**src/rtl/ahb_bus_arbiter.sv**
```systemverilog
// AHB bus arbiter: 16 masters, round-robin with lock and split support.
// Grant is combinational from the owner register; HMASTER/HMASTLOCK lag one cycle.
module ahb_bus_arbiter (
  input  logic        HCLK,
  input  logic        HRESETn,
  input  logic [15:0] HBUSREQx,
  input  logic [15:0] HLOCKx,
  output logic [15:0] HGRANTx,
  input  logic [15:0] HSPLIT,
  input  logic        HREADY,
  output logic [3:0]  HMASTER,
  output logic        HMASTLOCK
);

  logic        own_vld_q, own_vld_d;
  logic [3:0]  own_idx_q, own_idx_d;
  logic [3:0]  last_idx_q, last_idx_d;
  logic [3:0]  hmaster_q, hmaster_d;
  logic        hmastlock_q, hmastlock_d;

  logic [15:0] elig;
  logic        cur_req;
  logic        keep;
  logic        found;
  logic [3:0]  pick;
  logic [3:0]  cand;

  assign elig    = HBUSREQx & ~HSPLIT;
  assign cur_req = own_vld_q & HBUSREQx[own_idx_q];
  assign keep    = cur_req & HLOCKx[own_idx_q]
                 & ~HSPLIT[own_idx_q];

  assign HGRANTx   = own_vld_q
                   ? ((16'b1 << own_idx_q) & HBUSREQx)
                   : 16'b0;
  assign HMASTER   = hmaster_q;
  assign HMASTLOCK = hmastlock_q;

  // Round-robin scan starting just after the last winner
  always_comb begin
    found = 1'b0;
    pick  = last_idx_q;
    cand  = last_idx_q;
    for (int k = 0; k < 16; k++) begin
      cand = last_idx_q + 4'd1 + 4'(k);
      if (!found && elig[cand]) begin
        found = 1'b1;
        pick  = cand;
      end
    end
  end

  // Next-state: arbitrate and hand over the address phase when HREADY is high
  always_comb begin
    own_vld_d   = own_vld_q;
    own_idx_d   = own_idx_q;
    last_idx_d  = last_idx_q;
    hmaster_d   = hmaster_q;
    hmastlock_d = hmastlock_q;
    if (HREADY) begin
      hmaster_d   = cur_req ? own_idx_q : 4'd0;
      hmastlock_d = cur_req & HLOCKx[own_idx_q];
      if (!keep) begin
        own_vld_d = found;
        if (found) begin
          own_idx_d  = pick;
          last_idx_d = pick;
        end
      end
    end
  end

  // State registers with synchronous active-low reset
  always_ff @(posedge HCLK) begin
    if (!HRESETn) begin
      own_vld_q   <= 1'b0;
      own_idx_q   <= 4'd0;
      last_idx_q  <= 4'd15;
      hmaster_q   <= 4'd0;
      hmastlock_q <= 1'b0;
    end else begin
      own_vld_q   <= own_vld_d;
      own_idx_q   <= own_idx_d;
      last_idx_q  <= last_idx_d;
      hmaster_q   <= hmaster_d;
      hmastlock_q <= hmastlock_d;
    end
  end

endmodule

```
**config.mk**
```make
export PLATFORM = sky130hd
export DESIGN_NAME = ahb_bus_arbiter
export DESIGN_NICKNAME = d
export VERILOG_FILES = /design/src/rtl/ahb_bus_arbiter.sv
export SDC_FILE = /design/constraint.sdc
export NUM_CORES = 1
export LEC_CHECK = 0
export BUFFER_PORTS_ARGS = -buffer_cell sky130_fd_sc_hd__buf_2
export CORE_MARGIN = 1.5
export CORE_UTILIZATION = 62
export DETAILED_ROUTE_END_ITERATION = 16
export GPL_ROUTABILITY_DRIVEN = 0
export MAX_ROUTING_LAYER = met4
export PLACE_DENSITY = 0.88
export SLEW_MARGIN = 20
export SYNTH_ARGS = -nofsm -noshare
export SYNTH_HDL_FRONTEND = slang
export SYNTH_SLANG_ARGS = --single-unit
```
**constraint.sdc**
```tcl
create_clock -name HCLK -period 7.2 [get_ports HCLK]
set_input_delay 0.36 -clock HCLK [delete_from_list [all_inputs] [get_ports HCLK]]
set_output_delay 0.36 -clock HCLK [all_outputs]
set_load 0.05 [all_outputs]
```
==> Word level (Yosys, flattened, before mapping) <==
Cells that the tools add are included.
{ "word_totals": {"regBits": 14} }
{ "op_classes": {"reduce_logical": 32, "n_addsub": 16, "n_bitwise": 8, "magnitude_cmp": 17, "muxes": 72, "n_shift": 1} }
{ "op_table": {"columns": ["op", "count"], "rows": [
  ["$lt 4x5->1 const B", 17],
  ["$bmux 1 s4", 19],
  ["$mux 4", 17],
  ["$mux 1", 35],
  ["$add 4x4->4 const B", 8],
  ["$and 16x16->16", 2],
  ["$add 4x3->4 const B", 4],
  ["$mux 16", 1],
  ["$not 16->16", 1],
  ["$shl 1x4->16 const A", 1],
  ["$logic_and 1x1->1", 15],
  ["$logic_not 1->1", 15],
  ["$add 4x1->4 const B", 2],
  ["$add 4x2->4 const B", 2],
  ["$and 1x1->1", 3],
  ["$reduce_and 3->1", 1],
  ["$not 1->1", 2],
  ["$reduce_and 2->1", 1]
]} }

==> Logic depth before layout (Yosys ltp) <==
{ "depth": {"word_depth": 51, "ltp_mapped": 17} }

==> Worst setup path after synthesis <==
No wires, ideal clock.
{ "synth_timing": {"path_kind": "register -> register", "startpoint": "reg last_idx_q[0]", "endpoint": "reg own_idx_q[0]", "path_stages_with_launch": 16, "setup_time_ps": 95, "n_path_buf": 4, "arrival_time_ps": 3863, "setup_slack_ps": 3241, "cell_sequence": "dfxtp_1 > inv_2 > buf_4 > ha_1 > buf_2 > mux4_2 > mux2i_2 > mux2i_1 > and3_1 > buf_6 > and4_4 > buf_6 > and3_4 > a2111oi_4 > or4b_1 > o311ai_1"} }
{ "synth_via": {"elab_chain_cells": 50, "word_cells_on_any_way": 111} }
{ "synth_lines": {"columns": ["item", "line_no", "rtl"], "rows": [
  ["start, declared", "17", "logic [3:0] last_idx_q, last_idx_d;"],
  ["start signal, assigned", "84", "last_idx_q <= last_idx_d;"],
  ["parallel branches: the longest is 50 deep, another holds $add 4x1->4", null, null],
  ["end signal, assigned", "83", "own_idx_q <= own_idx_d;"],
  ["end, declared", "16", "logic [3:0] own_idx_q, own_idx_d;"]
]} }
Parallel ways; which one is timed is not known. The select of a mux whose other input is x is not followed.
A chain may end at the register's enable or synchronous reset.

==> Worst setup path after layout <==
Ends and elaborated chain as after synthesis.

==> impl_results.md <==
- Non-Filler Instances: 546
- Commonest cells post-synth: mux4_2, nand2_1, nor2_1, mux2i_1, nor2b_1
- Initial antenna violation count: 0
- Syn_area_per_cell: 8.60 um^2
- Top FF cell, synth: dfxtp_1
- Clk sinks: 14
- Vias in the first global route: 3758
- Ant. Diodes: 0
- Cell Rows: 27
- Yosys warnings: 0
- Required @ worst endpoint: 7.36 ns
- Final setup violation count: 0
- GRT overflow: 0
- CTS tree: done
- WL final: 11.1 mm
- # Post-CTS Setup Buffers: 0
- Die height: 79.4 um
- Area share of the largest cell type after synthesis: 0.180
- R2R Setup Slk: 2.53 ns
- Post-route clock period utilization: 0.648
- Register area: 280 um^2
- Ys async rst share: 0
- DP HPWL: 8.85 mm
- Clk_lat worst skew: 0.25 ns
- Cell area after synthesis: 3620 um^2
- Root buffer cell: clkbuf_8
- H-tree lvl count: 1
- DRT antenna net count: 0
- TritonCTS buffer count: 3
- Worst-case clock buffer depth: 2
- Worst setup path start: last_idx_q[0]
- DR vias/cell: 7.16
- Core outline area: 5570 um^2
- Register area share after synthesis: 0.0774
- Ranking of synthesized cells by area: mux4_2, dfxtp_1, mux2i_1
- Hold Crit Depth: 2
- Syn Nets: 474
- R2R depth: 12
- Final Hold Fails: 0
- Slew headroom: 0.371
- Layout cells sized above 1: 0.306
- WL/cell: 20.4 um
- Cts repair resizes: 0
- MaxCap Viol Count: 0
- Placed Cells: 542
- Count of pins over their slew limit: 0
- Syn Inst Count: 421
- Reg clk slew, reported paths: 0.06 ns
- Starting density of the core: 0.650
- Vias: 3907
- Critical Path End: own_idx_q[0]
- Achievable clock frequency: 214 MHz
- Post-synth cell types: 76
- CP Capture Type: register
- RSZ-0062 raised after global routing: false
- Setup TNS Final: 0 ns
- First-pass GRT wire length: 18.5 mm
- Final min period: 4.67 ns
- Worst Skew: 0.00485 ns
- Startpoint Class: register
- I/O pin count: 72
- Worst-margin pin slew: 0.943 ns
- Largest net degree at the start of global routing: 24
- Crit path kind: reg -> reg
- Hold WS: 0.377 ns
- Yosys top cell by area: mux4_2
- Worst hold path class: in -> reg
- Die width: 79.4 um
- FF-to-FF End: own_idx_q[0]
- Drt drc: 0
- Nets: 528
- Hold-fix buffers, CTS: 0
- Filler instances: 453
- Flops & latches, synth: 14
- Crit-path max FO: 19
- Status: finished, final reports clean
- Drt first pass iters: 7
- Die area: 6310 um^2
- Multi-input logic area: 3150 um^2
- PortBufs: 71
- GRT Overall Usage: 0.380
- Post-synth EDFFs: 0
- FF-to-FF Start: last_idx_q[0]
- P&R area growth vs syn: 10.2%
- 1st-iter DRT viols: 561
- Post-layout util: 0.716
- Critical path arrival: 4.83 ns
## sequential cells by signal, summed over array words and instances (netlist names)
register,count
HMASTLOCK,1
HMASTER,4
own_vld_q,1
own_idx_q,4
last_idx_q,4
## logic make-up (layout without fill, tap and decap cells)
family / count (synthesis) / in the layout / synth area share
multiplexers: 76 / 76 / 0.332
adder cells (fa/ha/maj): 2 / 2 / 0.00691
XOR/XNOR: 13 / 13 / 0.0501
AND/OR/NAND/NOR: 180 / 180 / 0.280
flip-flops: 14 / 14 / 0.0774
buffers and inverters: 34 / 87 / 0.0518
AO/OA/AOI/OAI: 102 / 102 / 0.202
## stage by stage
step	instance area (um^2)	setup slack [ns]
2_1_floorplan	3620	3.24
3_3_place_gp	3940	2.77
3_5_place_dp	3940	2.58
4_1_cts	3990	2.60
5_1_grt	3990	2.24
6_report	3990	2.53
## worst max-delay path: stages, from the launching register on
cell and delay (ns):
dfxtp_1 0.34, inv_2 0.19, ha_1 0.67, buf_4 0.35, mux4_2 0.57, mux2i_2 0.27, mux2i_1 0.34, and3_1 0.41
nand3_1 0.31, nor3_1 0.13, a2111oi_4 0.43, or4b_1 0.47, o311ai_1 0.09
## metal layers
layer / GRT usage / share of wire
met4: 0.144 / 0.045
met1: 0.488 / 0.39
met5: - / 0
met3: 0.0571 / 0.098
met2: 0.608 / 0.47
## final cells by class
cell class | count | share of cell area
tap | 72 | 0.0226
clock buffer | 4 | 0.0138
multi-input combinational | 373 | 0.790
inverter | 9 | 0.00846
timing repair buffer | 74 | 0.0947
sequential | 14 | 0.0702
## placed cells by master, fill, tap and decap left out, drive strengths merged, types with 7 or more instances in the layout
cell    count
mux2i      30
dfxtp      14
a21oi      24
xnor2       9
nor3       12
buf        74
nand2      29
o211ai      8
nand3      17
and3       17
mux2       15
inv         9
and4        7
nor2       29
o21ai      16
nand2b     24
nor2b      26
mux4       31
## worst min path at each step
stage                from             to
3_5_place_dp   HMASTER[2]     HMASTER[2]
2_1_floorplan     HRESETn  last_idx_q[0]
5_1_grt           HRESETn  last_idx_q[0]
6_report          HRESETn  last_idx_q[0]
4_1_cts           HRESETn  last_idx_q[0]
3_3_place_gp   HMASTER[2]     HMASTER[2]
Power is left out: the tool's default activity adds up to more than one toggle a clock period on the data nets, which glitch-free logic cannot reach.
